### src/rtl/mem_bus_arbiter.sv
// Shares one SRAM port between instruction fetch and the MEM stage, one access at a time.
// Optional macro ARB_FAIR_EN: round-robin on contention instead of fixed MEM-over-IF priority.
module mem_bus_arbiter #(
  parameter int ADDR_W      = 20,
  parameter int DATA_W      = 32,
  parameter int WAIT_CYCLES = 2
) (
  input  logic              clk,
  input  logic              rst,
  input  logic              if_req,
  input  logic [31:0]       if_addr,
  output logic [DATA_W-1:0] if_rdata,
  output logic              if_ack,
  input  logic              mem_req,
  input  logic              mem_we,
  input  logic [31:0]       mem_addr,
  input  logic [DATA_W-1:0] mem_wdata,
  output logic [DATA_W-1:0] mem_rdata,
  output logic              mem_ack,
  output logic              stallreq_if,
  output logic              stallreq_mem,
  output logic [ADDR_W-1:0] sram_addr,
  output logic [DATA_W-1:0] sram_wdata,
  input  logic [DATA_W-1:0] sram_rdata,
  output logic              sram_ce_n,
  output logic              sram_oe_n,
  output logic              sram_we_n
);

  typedef enum logic [1:0] {IDLE, ACCESS, DONE} state_t;

  localparam logic [3:0] CNT_INIT = 4'(WAIT_CYCLES - 1);

  state_t            state, state_nx;
  logic [3:0]        cnt, cnt_nx;
  logic              grant_mem, grant_mem_nx;
  logic              we_q, we_nx;
  logic              pick_mem;
  logic              if_ack_nx, mem_ack_nx;
  logic [DATA_W-1:0] if_rdata_nx, mem_rdata_nx;
  logic [ADDR_W-1:0] sram_addr_nx;
  logic [DATA_W-1:0] sram_wdata_nx;
  logic              ce_n_nx, oe_n_nx, we_n_nx;

  // Byte-lane and upper address bits are not part of the SRAM word address.
  logic unused_addr_bits;
  assign unused_addr_bits = ^{if_addr[1:0], if_addr[31:ADDR_W+2],
                              mem_addr[1:0], mem_addr[31:ADDR_W+2]};

`ifdef ARB_FAIR_EN
  logic last_mem, last_mem_nx;
  // On contention the port that did not win last time goes first.
  assign pick_mem = mem_req & (~if_req | ~last_mem);
`else
  assign pick_mem = mem_req;
`endif

  assign stallreq_if  = if_req & ~if_ack;
  assign stallreq_mem = mem_req & ~mem_ack;

  always_comb begin
    state_nx      = state;
    cnt_nx        = cnt;
    grant_mem_nx  = grant_mem;
    we_nx         = we_q;
    if_ack_nx     = 1'b0;
    mem_ack_nx    = 1'b0;
    if_rdata_nx   = if_rdata;
    mem_rdata_nx  = mem_rdata;
    sram_addr_nx  = sram_addr;
    sram_wdata_nx = sram_wdata;
    ce_n_nx       = sram_ce_n;
    oe_n_nx       = sram_oe_n;
    we_n_nx       = sram_we_n;
`ifdef ARB_FAIR_EN
    last_mem_nx   = last_mem;
`endif
    case (state)
      IDLE: begin
        if (if_req | mem_req) begin
          grant_mem_nx = pick_mem;
          we_nx        = pick_mem & mem_we;
          sram_addr_nx = pick_mem ? mem_addr[ADDR_W+1:2] : if_addr[ADDR_W+1:2];
          if (pick_mem)
            sram_wdata_nx = mem_wdata;
          ce_n_nx  = 1'b0;
          oe_n_nx  = pick_mem & mem_we;
          we_n_nx  = ~(pick_mem & mem_we);
          cnt_nx   = CNT_INIT;
          state_nx = ACCESS;
`ifdef ARB_FAIR_EN
          last_mem_nx = pick_mem;
`endif
        end
      end
      ACCESS: begin
        // Strobes and address stay put until the wait count expires.
        if (cnt == 4'd0) begin
          if (!we_q) begin
            if (grant_mem)
              mem_rdata_nx = sram_rdata;
            else
              if_rdata_nx = sram_rdata;
          end
          ce_n_nx    = 1'b1;
          oe_n_nx    = 1'b1;
          we_n_nx    = 1'b1;
          mem_ack_nx = grant_mem;
          if_ack_nx  = ~grant_mem;
          state_nx   = DONE;
        end else begin
          cnt_nx = cnt - 4'd1;
        end
      end
      DONE:    state_nx = IDLE;
      default: state_nx = IDLE;
    endcase
  end

  always_ff @(posedge clk or posedge rst) begin
    if (rst) begin
      state      <= IDLE;
      cnt        <= 4'd0;
      grant_mem  <= 1'b0;
      we_q       <= 1'b0;
      if_ack     <= 1'b0;
      mem_ack    <= 1'b0;
      if_rdata   <= '0;
      mem_rdata  <= '0;
      sram_addr  <= '0;
      sram_wdata <= '0;
      sram_ce_n  <= 1'b1;
      sram_oe_n  <= 1'b1;
      sram_we_n  <= 1'b1;
`ifdef ARB_FAIR_EN
      last_mem   <= 1'b0;
`endif
    end else begin
      state      <= state_nx;
      cnt        <= cnt_nx;
      grant_mem  <= grant_mem_nx;
      we_q       <= we_nx;
      if_ack     <= if_ack_nx;
      mem_ack    <= mem_ack_nx;
      if_rdata   <= if_rdata_nx;
      mem_rdata  <= mem_rdata_nx;
      sram_addr  <= sram_addr_nx;
      sram_wdata <= sram_wdata_nx;
      sram_ce_n  <= ce_n_nx;
      sram_oe_n  <= oe_n_nx;
      sram_we_n  <= we_n_nx;
`ifdef ARB_FAIR_EN
      last_mem   <= last_mem_nx;
`endif
    end
  end

endmodule

### config.mk
export PLATFORM = sky130hd
export DESIGN_NAME = mem_bus_arbiter
export DESIGN_NICKNAME = d
export VERILOG_FILES = /design/src/rtl/mem_bus_arbiter.sv
export SDC_FILE = /design/constraint.sdc
export NUM_CORES = 1
export LEC_CHECK = 0
export CAP_MARGIN = 20
export CORE_AREA = 2 2 99 101
export DETAILED_ROUTE_END_ITERATION = 12
export DIE_AREA = 0 0 101 103
export DONT_BUFFER_PORTS = 1
export HOLD_SLACK_MARGIN = 0.1
export PLACE_DENSITY = 0.71
export SLEW_MARGIN = 30
export SYNTH_ARGS = -nofsm -noshare
export SYNTH_HDL_FRONTEND = slang
export SYNTH_SLANG_ARGS = --single-unit
### constraint.sdc
create_clock -name clk -period 4.9 [get_ports clk]
set_input_delay 0.735 -clock clk [delete_from_list [all_inputs] [get_ports clk]]
set_output_delay 0.735 -clock clk [all_outputs]
set_load 0.01 [all_outputs]
==> summary.txt, run 1 <==
LOGIC SYNTHESIS
------------------------------------------------------------------------------------
Synthesized flop and latch total                                                 129
Top_reg_cell synth                                                      sky130_fd_sc_hd__dfrtp_1
Netlist Area Pre-Place                                                    5200 sq um
Net count after synthesis                                                        462
Proportion of synthesized flip-flops having asynchronous set or reset           100%
Sequential share of the synthesized area                                       62.1%
Gate count after technology mapping                                              327
Post-synth EDFFs                                                                   0
Share of Yosys cell area claimed by the top area cell type                     60.6%
Synth top area cells                                                    sky130_fd_sc_hd__dfrtp_1 61%, sky130_fd_sc_hd__mux2_2 29%, sky130_fd_sc_hd__dfstp_2 1.5%
Dominant cell type by area after synthesis                              sky130_fd_sc_hd__dfrtp_1
Average cell area after synthesis                                         15.9 sq um
Unique masters post-synth                                                         30
Count of synthesis-stage warnings from yosys                                       0

POWER AND IR DROP
------------------------------------------------------------------------------------
Power per standard cell area                                             747 nW/um^2
Maximum vdd ir drop                                                         0.336 mV
Leakage dissipation                                                          2.49 nW

ROUTING
------------------------------------------------------------------------------------
Via Count                                                                       2646
Iter 0 DRT Violations                                                             70
First-pass iteration count of the detailed router                                  4
Detailed Route WL                                                            9.60 mm
Post-route ant nets                                                                0
Routed wirelength normalized by instance count                               20.8 um
Post-route DRC violation count                                                     0
Avg Vias per Cell                                                               5.74

PLACEMENT
------------------------------------------------------------------------------------
Final weighted congestion of routability-driven global placement               0.722
Worst-case setup slack after placement                                       2.54 ns
Cell count after placement                                                       428
Port-buffer cells                                                                  0
Detailed Place HPWL                                                          6.72 mm

WORST SETUP PATH
------------------------------------------------------------------------------------
Maximum cell stage delay along the critical path                             0.57 ns
Cell with the largest stage delay on the worst path                     sky130_fd_sc_hd__nand4_4
Data required time at the worst endpoint                                     5.27 ns
CP Data Arrival Time                                                         2.71 ns
Type of origin of the critical path                                         register
Cell type group with the largest total delay on the critical path       simple AND/OR/NAND/NOR gates
Sum of buffers and inverters on the critical path                                  1
Sequence of cells on the critical path                                  inv_1, ha_1, nor3b_4, nand4_4, mux2_2
Top fanout value on the critical path                                             32
Worst Path Class, Setup                                                 register to register
Type of destination of the critical path                                    register

STA
------------------------------------------------------------------------------------
Fmax achieved                                                                428 MHz
Number of slew-limit violations in the final report                                0
Share of the cycle needed by the critical path after routing                   47.7%
Post-layout min period                                                       2.34 ns
Final Hold Viols                                                                   0
RSZ-0062 raised after global routing                                           false
Worst Setup Slack, final                                                     2.56 ns
Worst-margin pin slew                                                       0.888 ns
Final Setup Violations                                                             0
Sum Neg Setup Slack                                                             0 ns
Clk_skew                                                                   0.0140 ns
Worst rel slew slack                                                           40.8%

DIE
------------------------------------------------------------------------------------
Initial Util                                                                   55.0%
Die outline height                                                            103 um
Die Width                                                                     101 um
Die area                                                                 10400 sq um
Row Count                                                                         36
I/O pin count                                                                    256
Core ar.                                                                  9460 sq um

CLOCK NETWORK
------------------------------------------------------------------------------------
Maximum level of the CTS H-tree                                                    4
Clock transition at path regs                                                0.06 ns
Max Buffers Root-to-Sink                                                           2
Post-cts sizing count                                                              0
TritonCTS clock tree                                                            done
Library cell used as clock root buffer                                  sky130_fd_sc_hd__clkbuf_8
Post-CTS setup buffers                                                             0
CTS buffer count                                                                  17
Insertion delay of the later-clocked pin in the worst-skew pair              0.49 ns
Number of clock sinks                                                            129

GLOBAL ROUTE
------------------------------------------------------------------------------------
Maximum number of pins on one net before global-route repair                      57
Vias in the first global route                                                  2848
Wire length of the first global-routing pass                                 14.4 mm
Initial antenna violation count                                                    0
Total routing usage reported by global routing                                 18.2%
Overall overflow remaining after global route                                      0

LAYOUT
------------------------------------------------------------------------------------
Final core area utilization                                                    61.9%
Number of antenna cells inserted                                                   0
Proportion of layout cells with a drive suffix above 1                         50.7%
Layout-stage area growth over the synthesis result                             12.6%
Net count reported at finish                                                     469
Non-filler cells in the finished layout                                          461

HOLD PATH
------------------------------------------------------------------------------------
Hold Path Class                                                         input port to register

FLOW RUN
------------------------------------------------------------------------------------
Count of maximum capacitance violations                                            0

OUTCOME
------------------------------------------------------------------------------------
Outcome                                                                 complete, no violations

==> metal layers <==
layer  routed length [um]  global-route usage [%]  vias up
met5                    0                       0        -
met3                  908                    8.68        4
met2                 5270                    31.6      125
met1                 3360                    19.9     1345
met4                   51                    5.82        0
li1                     -                       -     1172
==> worst reg2reg max path, cell delays in order (launching register included) <==
cell and delay, ns:
sky130_fd_sc_hd__dfrtp_1 0.41, sky130_fd_sc_hd__inv_1 0.09, sky130_fd_sc_hd__ha_1 0.21, sky130_fd_sc_hd__nor3b_4 0.46, sky130_fd_sc_hd__nand4_4 0.57, sky130_fd_sc_hd__mux2_2 0.49
==> power by group <==
part / internal, mW / total [mW] / switching (mW)
combinational: 0.556 / 0.883 / 0.327
clock: 0.747 / 1.22 / 0.472
sequential: 1.62 / 2.27 / 0.652
==> per-stage QoR <==
step	hold WS (ns)	power [mW]	area [sq um]
2_1_floorplan	0.504	2.96	5200
3_3_place_gp	0.534	3.13	5260
3_5_place_dp	0.539	3.20	5260
4_1_cts	0.353	4.44	5860
5_1_grt	0.347	4.63	5860
6_report	0.379	4.38	5860
==> sequential cells by signal (all words and copies together), names as in the netlist <==
register	flops
sram_we_n	1
we_q	1
sram_addr	20
sram_ce_n	1
if_rdata	32
sram_wdata	32
mem_rdata	32
state	2
mem_ack	1
if_ack	1
cnt	4
sram_oe_n	1
grant_mem	1
==> cells by family after synthesis <==
group,after synthesis,synth area share [%]
flip-flops,129,62.1
AO/OA/AOI/OAI,16,2.00
multiplexers,138,29.8
adder cells (fa/ha/maj),2,0.481
AND/OR/NAND/NOR,21,3.05
buffers and inverters,21,2.55
==> repair_timing <==
action,in CTS,in global routing
hold buffers,1,0
hold endpoints to repair,24,0
setup endpoints to repair,0,0
==> path summary, 6_finish.rpt <==
check	start	end	slack, ns	cells past startpoint
setup / recovery	cnt[0]$_DFFE_PP0P_	mem_rdata[6]$_DFFE_PP0P_	2.56	5
hold / removal	sram_rdata[20]	if_rdata[20]$_DFFE_PP0P_	0.38	1
setup reg to reg	cnt[0]$_DFFE_PP0P_	mem_rdata[6]$_DFFE_PP0P_	2.56	5
hold reg to reg	sram_ce_n$_DFFE_PP1P_	sram_ce_n$_DFFE_PP1P_	0.54	1
max in group asynchronous	rst	we_q$_DFFE_PP0P_	3.23	3
min in group asynchronous	rst	mem_rdata[4]$_DFFE_PP0P_	0.70	2
==> area by class of cell <==
class / count / area (sq um)
clock buffer: 19 / 432
clock inverter: 13 / 153
fill: 729 / 3600
inverter: 5 / 21.3
multi-input combinational: 177 / 1850
sequential: 129 / 3230
tap: 114 / 143
timing repair buffer: 4 / 32.5
==> cells in the final DEF (no fill, tap or decap), types with 3 or more instances in the layout <==
cell type                    count
sky130_fd_sc_hd__mux2_2        134
sky130_fd_sc_hd__dfrtp_1       126
sky130_fd_sc_hd__clkbuf_16      16
sky130_fd_sc_hd__o21ai_0         8
sky130_fd_sc_hd__clkinvlp_4      5
sky130_fd_sc_hd__nor2_1          4
sky130_fd_sc_hd__inv_1           4
sky130_fd_sc_hd__nor2b_1         4
sky130_fd_sc_hd__nor3_1          3
sky130_fd_sc_hd__inv_6           3
sky130_fd_sc_hd__buf_4           3
sky130_fd_sc_hd__dfstp_2         3
==> cells in the mapped netlist (all sizes together), types with 2 or more instances <==
cell,number
mux2,136
a21o,2
o21ai,8
nor3,3
buf,13
nor3b,2
nand2,2
nor2b,4
ha,2
dfrtp,126
dfstp,3
inv,5
nor2,4
mux2i,2
clkbuf,3
No activity file was read; power rests on OpenSTA's default activity.
==> inputs of run 2 (changes only) <==
==> constraint.sdc (replaced) <==
create_clock -name clk -period 2.4 [get_ports clk]
set_input_delay 0.36 -clock clk [delete_from_list [all_inputs] [get_ports clk]]
set_output_delay 0.36 -clock clk [all_outputs]
set_load 0.01 [all_outputs]
==> summary.txt, run 2 (same netlist as run 1, synthesis figures left out) <==
POWER AND IR DROP
-------------------------------------------------------------------------------
Maximum vdd ir drop                                                    0.710 mV   +110%
Power per standard cell area                                       1350 nW/um^2   +81%
Power consumption                                                       9.07 mW   +110%
Leakage dissipation                                                     2.85 nW   +14%

WORST SETUP PATH
-------------------------------------------------------------------------------
Sequence of cells on the critical path                             inv_1, ha_1, nor3b_4, nand3_4, buf_4, mux2_1
Data required time at the worst endpoint                                2.79 ns   -2.48 ns
Top fanout value on the critical path                                        32   unchanged
Cell with the largest stage delay on the worst path                sky130_fd_sc_hd__nor3b_4
Register-to-register setup slack                                        0.34 ns   -2.23 ns
Cell count of the worst reg-to-reg path                                       6   +1
Type of destination of the critical path                               register
CP Data Arrival Time                                                    2.46 ns   -0.25 ns
Worst Path Class, Setup                                            register to register
Type of origin of the critical path                                    register
Maximum cell stage delay along the critical path                        0.46 ns   -0.11 ns

PLACEMENT
-------------------------------------------------------------------------------
Cell count after placement                                                  431   +0.70%
Final weighted congestion of routability-driven global placement          0.735   +1.8%
Placed inst area                                                     5300 sq um   +0.69%
Detailed Place HPWL                                                     6.60 mm   -1.9%
Port-buffer cells                                                             0   unchanged

LAYOUT
-------------------------------------------------------------------------------
Non-filler cells in the finished layout                                     546   +18%
Number of antenna cells inserted                                              0   unchanged
Net count reported at finish                                                554   +18%
Commonest non-fill, non-tap cells in the layout                    134 x sky130_fd_sc_hd__mux2_2, 126 x sky130_fd_sc_hd__dfrtp_1, 83 x sky130_fd_sc_hd__dlygate4sd3_1
Most common library cell in the layout ignoring fill and taps      sky130_fd_sc_hd__mux2_2
Largest registers in the final layout                              if_rdata (32), mem_rdata (32), sram_wdata (32)
Final core area utilization                                               70.8%   +8.8 points
Summed area of non-filler cells in the final layout                  6700 sq um   +14%
Layout-stage area growth over the synthesis result                        28.7%
Proportion of layout cells with a drive suffix above 1                    40.7%   -10 points
Area of combinational cells with multiple inputs                     1850 sq um   unchanged
Filler instances                                                            625   -14%
Seq. cell area                                                       3230 sq um   unchanged

CLOCK NETWORK
-------------------------------------------------------------------------------
Max Buffers Root-to-Sink                                                      2   unchanged
Post-CTS setup buffers                                                        0   unchanged
Number of clock sinks                                                       129   unchanged
Maximum level of the CTS H-tree                                               4   unchanged
TritonCTS clock tree                                                       done
Post-cts sizing count                                                         0   unchanged
Insertion delay of the later-clocked pin in the worst-skew pair         0.52 ns   +0.03 ns
CTS buffer count                                                             17   unchanged
Library cell used as clock root buffer                             sky130_fd_sc_hd__clkbuf_8
Clock transition at path regs                                           0.06 ns   about the same

DIE
-------------------------------------------------------------------------------
Initial Util                                                              55.0%   unchanged
I/O pin count                                                               256   unchanged
Die area                                                            10400 sq um   unchanged
Core ar.                                                             9460 sq um   unchanged
Die outline height                                                       103 um   unchanged
Die Width                                                                101 um   unchanged
Row Count                                                                    36   unchanged

ROUTING
-------------------------------------------------------------------------------
Iter 0 DRT Violations                                                        69   -1.4%
First-pass iteration count of the detailed router                             4   unchanged
Via Count                                                                  3107   +17%
Detailed Route WL                                                       10.6 mm   +10%
Post-route ant nets                                                           0   unchanged
Avg Vias per Cell                                                          5.69   -0.86%
Routed wirelength normalized by instance count                          19.4 um   -6.8%
Post-route DRC violation count                                                0   unchanged

STA
-------------------------------------------------------------------------------
RSZ-0062 raised after global routing                                      false
Clk_skew                                                             0.00624 ns   -0.00775 ns
Fmax achieved                                                           485 MHz   +13%
Worst rel slew slack                                                      56.5%   +16 points
Number of slew-limit violations in the final report                           0   unchanged
Sum Neg Setup Slack                                                        0 ns   unchanged
Final Hold Viols                                                              0   unchanged
Worst-margin pin slew                                                  0.653 ns   -0.235 ns
Share of the cycle needed by the critical path after routing              86.0%   +38 points
Final Setup Violations                                                        0   unchanged
Post-layout min period                                                  2.06 ns   -0.274 ns

GLOBAL ROUTE
-------------------------------------------------------------------------------
Most utilized layer in the global route result                             met2
Vias in the first global route                                             3256   +14%
Global routing met2 resource utilization                                  34.5%   +2.9 points
Wire length of the first global-routing pass                            16.0 mm   +11%
Initial antenna violation count                                               0   unchanged
Maximum number of pins on one net before global-route repair                130   +130%
Overall overflow remaining after global route                                 0   unchanged
Met3 global-route usage                                                   9.97%   +1.3 points
Met1 track demand over resource                                           22.2%   +2.2 points
Total routing usage reported by global routing                            20.6%   +2.4 points

OUTCOME
-------------------------------------------------------------------------------
Outcome                                                            complete, no violations

HOLD PATH
-------------------------------------------------------------------------------
Hold Path Class                                                    input port to register
Number of cells traversed by the worst hold path                              2   +1

FLOW RUN
-------------------------------------------------------------------------------
Count of maximum capacitance violations                                       0   unchanged

-- run 2: cell types whose count changed in the layout (fill, tap and decap cells not counted), sizes merged --
cell | previous run | this run
inv | 9 | 4
clkinv | 2 | 5
dlygate4sd3 | 1 | 83
clkinvlp | 5 | 3
clkbuf | 19 | 23
buf | 3 | 6
-- run 2: area by class of cell --
| class | instances | area share, % |
|---|---|---|
| multi-input cells | 177 | 27.6 |
| clock inverters | 9 | 1.61 |
| well taps | 114 | 2.13 |
| clock buffers | 23 | 6.82 |
| flip-flops and latches | 129 | 48.3 |
| repair buffers | 89 | 13.3 |
| inverters | 5 | 0.336 |
-- run 2: critical path, delay by kind of cell (launching register included) --
family | cells | cell delay (ns)
adder cells (fa/ha/maj) | 1 | 0.21
buffers and inverters | 2 | 0.39
multiplexers | 1 | 0.36
AND/OR/NAND/NOR | 2 | 0.55
flip-flops | 1 | 0.41
-- run 2: final timing paths --
path | from | endpoint
worst min-delay path | if_addr[4] | sram_addr[2]$_DFFE_PP0P_
worst max register to register | cnt[0]$_DFFE_PP0P_ | if_rdata[20]$_DFFE_PP0P_
max in group asynchronous | rst | sram_addr[18]$_DFFE_PP0P_
worst max-delay path | cnt[0]$_DFFE_PP0P_ | if_rdata[20]$_DFFE_PP0P_
worst min register to register | grant_mem$_DFFE_PP0P_ | if_ack$_DFF_PP0_
min in group asynchronous | rst | mem_rdata[8]$_DFFE_PP0P_
-- run 2: power breakdown --
group / switching, mW / leakage [nW] / internal [mW]
clock: 0.895 / 0.272 / 1.53
sequential: 1.36 / 1.52 / 3.31
combinational: 0.724 / 1.06 / 1.25
-- run 2: metal layers --
layer	up-vias	part of all wire, %
met5	-	0
met4	0	1.9
met3	20	9.3
met2	158	53
met1	1577	36
li1	1352	-
-- run 2: through the flow --
step                      hold WS (ns)  setup slack [ns]
after CTS                        0.100             0.312
final                            0.123             0.336
after detailed placement         0.495             0.322
after floorplan                  0.492             0.447
after global routing             0.106             0.214
after global placement           0.486             0.410
-- run 2: timing repair --
action	4_1_cts	5_1_grt
hold buffers	83	0
hold endpoints to repair	234	0
endpoints found under the setup margin	0	0
==> inputs of run 3 (changes only) <==
==> constraint.sdc (replaced) <==
create_clock -name clk -period 2.1 [get_ports clk]
set_input_delay 0.315 -clock clk [delete_from_list [all_inputs] [get_ports clk]]
set_output_delay 0.315 -clock clk [all_outputs]
set_load 0.01 [all_outputs]
==> summary.txt, run 3 <==
DIE
------------------------------------------------------------------------------------
Die Width                                                                     101 um   unchanged
Initial Util                                                                   55.0%   unchanged
Row Count                                                                         36   unchanged
Die outline height                                                            103 um   unchanged
I/O pin count                                                                    256   unchanged

LOGIC SYNTHESIS
------------------------------------------------------------------------------------
Gate count after technology mapping                                              327   unchanged
Share of Yosys cell area claimed by the top area cell type                     60.6%   unchanged
Library cell with the highest instance count after synthesis            sky130_fd_sc_hd__mux2_2
Synthesized flop and latch total                                                 129   unchanged
Average cell area after synthesis                                         15.9 sq um   unchanged
Proportion of synthesized flip-flops having asynchronous set or reset           100%   unchanged
Post-synth EDFFs                                                                   0   unchanged
Count of synthesis-stage warnings from yosys                                       0   unchanged
Top cells by count, synth                                               134 x sky130_fd_sc_hd__mux2_2, 126 x sky130_fd_sc_hd__dfrtp_1, 8 x sky130_fd_sc_hd__o21ai_0
Unique masters post-synth                                                         30   unchanged
Synth top area cells                                                    sky130_fd_sc_hd__dfrtp_1 61%, sky130_fd_sc_hd__mux2_2 29%, sky130_fd_sc_hd__dfstp_2 1.5%
Sequential share of the synthesized area                                       62.1%   unchanged
Netlist Area Pre-Place                                                    5200 sq um   unchanged
Dominant cell type by area after synthesis                              sky130_fd_sc_hd__dfrtp_1
Net count after synthesis                                                        462   unchanged
Top_reg_cell synth                                                      sky130_fd_sc_hd__dfrtp_1

CLOCK NETWORK
------------------------------------------------------------------------------------
Library cell used as clock root buffer                                  sky130_fd_sc_hd__clkbuf_8
Maximum level of the CTS H-tree                                                    4   unchanged
Post-cts sizing count                                                              0   unchanged
Post-CTS setup buffers                                                             0   unchanged
CTS buffer count                                                                  17   unchanged
CTS Hold Bufs                                                                    102   +23%
Number of clock sinks                                                            129   unchanged
Max Buffers Root-to-Sink                                                           2   unchanged

PLACEMENT
------------------------------------------------------------------------------------
Detailed Place HPWL                                                          6.93 mm   +5.1%
Port-buffer cells                                                                  0   unchanged
Final weighted congestion of routability-driven global placement               0.752   +2.2%

OUTCOME
------------------------------------------------------------------------------------
First logged error message                                              [ERROR RSZ-0060] Max buffer count reached.
Stopped at                                                              clock tree synthesis
Outcome                                                                 stopped before the end

run 3: cell counts after synthesis:
No cell type changed its count.
run 3: logic make-up after synthesis:
family | synth area share [%]
flip-flops | 62.1
multiplexers | 29.8
adder cells (fa/ha/maj) | 0.481
AO/OA/AOI/OAI | 2.00
buffers and inverters | 2.55
AND/OR/NAND/NOR | 3.05
run 3: stage by stage:
| stage | std cells | area [sq um] | utilization, % | setup slack [ns] |
|---|---|---|---|---|
| after floorplan | 327 | 5210 | - | 0.192 |
| after detailed placement | 435 | 5390 | 57.0 | 0.288 |
| after global placement | 435 | 5390 | 57.0 | 0.334 |
==> inputs of run 4 (changes only) <==
--- a/config.mk
+++ b/config.mk
@@ -6,12 +6,10 @@
 export NUM_CORES = 1
 export LEC_CHECK = 0
 export CAP_MARGIN = 20
-export CORE_AREA = 2 2 99 101
+export CORE_UTILIZATION = 40
 export DETAILED_ROUTE_END_ITERATION = 12
-export DIE_AREA = 0 0 101 103
 export DONT_BUFFER_PORTS = 1
-export HOLD_SLACK_MARGIN = 0.1
-export PLACE_DENSITY = 0.71
+export PLACE_DENSITY_LB_ADDON = 0.15
 export SLEW_MARGIN = 30
 export SYNTH_ARGS = -nofsm -noshare
 export SYNTH_HDL_FRONTEND = slang
==> summary.txt, run 4 (same netlist as run 1, synthesis figures left out) <==
HOLD PATH
--------------------------------------------------------------------------------
Hold Path Class                                                     input port to asynchronous set/reset pin

DIE
--------------------------------------------------------------------------------
Die Width                                                                 116 um   +15%
Initial Util                                                               41.1%   -14 points
Die outline height                                                        116 um   +13%
I/O pin count                                                                256   unchanged
Core ar.                                                             12700 sq um
Die area                                                             13500 sq um
Row Count                                                                     41   +14%

WORST SETUP PATH
--------------------------------------------------------------------------------
Cell count of the worst reg-to-reg path                                        6
Startpoint of the worst-slack reg-to-reg timing path                cnt[0]$_DFFE_PP0P_
Cell type group with the largest total delay on the critical path   simple AND/OR/NAND/NOR gates
CP Data Arrival Time                                                     2.09 ns
Sum of buffers and inverters on the critical path                              2
Worst Path Class, Setup                                             register to register
Maximum cell stage delay along the critical path                         0.40 ns
Cell with the largest stage delay on the worst path                 sky130_fd_sc_hd__dfrtp_1
Type of origin of the critical path                                     register
Sequence of cells on the critical path                              inv_1, ha_1, nor3b_4, nand4_4, buf_12, mux2_2
Type of destination of the critical path                                register
End of the worst register-to-register path                          mem_rdata[16]$_DFFE_PP0P_
Data required time at the worst endpoint                                 2.39 ns
Register-to-register setup slack                                         0.30 ns
Top fanout value on the critical path                                         32

POWER AND IR DROP
--------------------------------------------------------------------------------
Sequential share of power                                                  49.7%
Net switching power                                                      3.28 mW
Power per standard cell area                                        1750 nW/um^2
Combinational share of power                                               19.9%
Relative contribution of the clock network to total power                  30.5%
Maximum vdd ir drop                                                     0.718 mV
Internal power                                                           7.37 mW
Sw Share                                                                   30.8%
Leakage dissipation                                                      2.57 nW
Power consumption                                                        10.6 mW

CLOCK NETWORK
--------------------------------------------------------------------------------
Max Buffers Root-to-Sink                                                       2   unchanged
CTS Hold Bufs                                                                  0   -100%
Clock transition at path regs                                            0.05 ns
TritonCTS clock tree                                                        done
Insertion delay of the later-clocked pin in the worst-skew pair          0.41 ns
Number of clock sinks                                                        129   unchanged
Maximum level of the CTS H-tree                                                4   unchanged
Post-cts sizing count                                                          0   unchanged
Post-CTS setup buffers                                                         0   unchanged
Library cell used as clock root buffer                              sky130_fd_sc_hd__clkbuf_16
CTS buffer count                                                              17   unchanged

ROUTING
--------------------------------------------------------------------------------
Via Count                                                                   2721
Detailed Route WL                                                        9.85 mm
Post-route ant nets                                                            0
First-pass iteration count of the detailed router                              4
Avg Vias per Cell                                                           5.22
Post-route DRC violation count                                                 0
Routed wirelength normalized by instance count                           18.9 um
Iter 0 DRT Violations                                                         85

STA
--------------------------------------------------------------------------------
Post-layout min period                                                   1.80 ns
Fmax achieved                                                            555 MHz
RSZ-0062 raised after global routing                                       false
Sum Neg Setup Slack                                                         0 ns
Final Hold Viols                                                              45
Worst Setup Slack, final                                                0.298 ns
Share of the cycle needed by the critical path after routing               85.8%
Worst-margin pin slew                                                   0.687 ns
Number of slew-limit violations in the final report                            0
Worst rel slew slack                                                       54.2%
Hold_ws                                                               -0.0248 ns
Clk_skew                                                              0.00552 ns
Final Setup Violations                                                         0

LAYOUT
--------------------------------------------------------------------------------
Net count reported at finish                                                 471
Most common library cell in the layout ignoring fill and taps       sky130_fd_sc_hd__mux2_2
Number of antenna cells inserted                                               0
Non-filler cells in the finished layout                                      521
Largest registers in the final layout                               if_rdata (32), mem_rdata (32), sram_wdata (32)
Layout-stage area growth over the synthesis result                         16.7%
Commonest non-fill, non-tap cells in the layout                     134 x sky130_fd_sc_hd__mux2_2, 126 x sky130_fd_sc_hd__dfrtp_1, 17 x sky130_fd_sc_hd__clkbuf_16
Proportion of layout cells with a drive suffix above 1                     51.0%

PLACEMENT
--------------------------------------------------------------------------------
Detailed Place HPWL                                                      6.58 mm   -5.1%
Port-buffer cells                                                              0   unchanged
Worst-case setup slack after placement                                  0.273 ns   -0.0147 ns
Final weighted congestion of routability-driven global placement           0.721   -4.1%
Cell count after placement                                                   489   +12%

GLOBAL ROUTE
--------------------------------------------------------------------------------
Initial antenna violation count                                                0
Maximum number of pins on one net before global-route repair                 130
Total routing usage reported by global routing                             14.9%
Vias in the first global route                                              2869
Wire length of the first global-routing pass                             14.7 mm
Overall overflow remaining after global route                                  0

OUTCOME
--------------------------------------------------------------------------------
Outcome                                                             finished with violations
Violated checks                                                     negative hold slack

FLOW RUN
--------------------------------------------------------------------------------
Count of maximum capacitance violations                                        0

[run 4: worst max path at each step]
stage | start | endpoint | cells after the start
2_1_floorplan | rst | cnt[0]$_DFFE_PP0P_ | 1
3_3_place_gp | cnt[0]$_DFFE_PP0P_ | if_rdata[20]$_DFFE_PP0P_ | 6
3_5_place_dp | cnt[0]$_DFFE_PP0P_ | mem_rdata[9]$_DFFE_PP0P_ | 6
4_1_cts | cnt[0]$_DFFE_PP0P_ | mem_rdata[9]$_DFFE_PP0P_ | 6
5_1_grt | cnt[1]$_DFFE_PP0P_ | if_rdata[20]$_DFFE_PP0P_ | 6
6_report | cnt[0]$_DFFE_PP0P_ | mem_rdata[16]$_DFFE_PP0P_ | 6
[run 4: cell type report]
cell class	instances	area, sq um
Fill cell	1147	6600
Sequential cell	129	3230
Multi-Input combinational cell	177	1850
Clock buffer	23	488
Tap cell	172	215
Clock inverter	9	176
Timing Repair Buffer	6	95.1
Inverter	5	22.5
[run 4: per-stage QoR]
step                instance area [sq um]  utilization (%)  hold slack, ns
finish                               6070             47.9         -0.0248
global route                         6070             47.9         0.00151
global placement                     5410             42.7           0.450
detailed placement                   5410             42.7           0.451
CTS                                  6070             47.9          0.0146
floorplan                            5210                -           0.447
[run 4: worst register-to-register path, stage by stage (launching register included)]
cell and delay [ns]:
sky130_fd_sc_hd__dfrtp_1 0.40, sky130_fd_sc_hd__inv_1 0.10, sky130_fd_sc_hd__ha_1 0.19, sky130_fd_sc_hd__nor3b_4 0.34, sky130_fd_sc_hd__nand4_4 0.15, sky130_fd_sc_hd__buf_12 0.21, sky130_fd_sc_hd__mux2_2 0.30
[run 4: power by group through the flow]
stage               logic [mW]  clock network (mW)  registers (mW)
floorplan                 1.91                   0            4.99
global placement          2.06                   0            5.35
detailed placement        2.18                   0            5.35
CTS                       2.17                3.32            5.33
global route              2.34                3.43            5.48
finish                    2.12                3.24            5.29
[run 4: per-layer routing]
layer,vias up,part of all wire (%),routed length (um),track usage (%)
met5,-,0,0,0
met4,0,1.9,183,8.12
met3,14,11,1110,8.11
met2,136,49,4810,22.9
met1,1390,38,3750,16.5
li1,1181,-,-,-
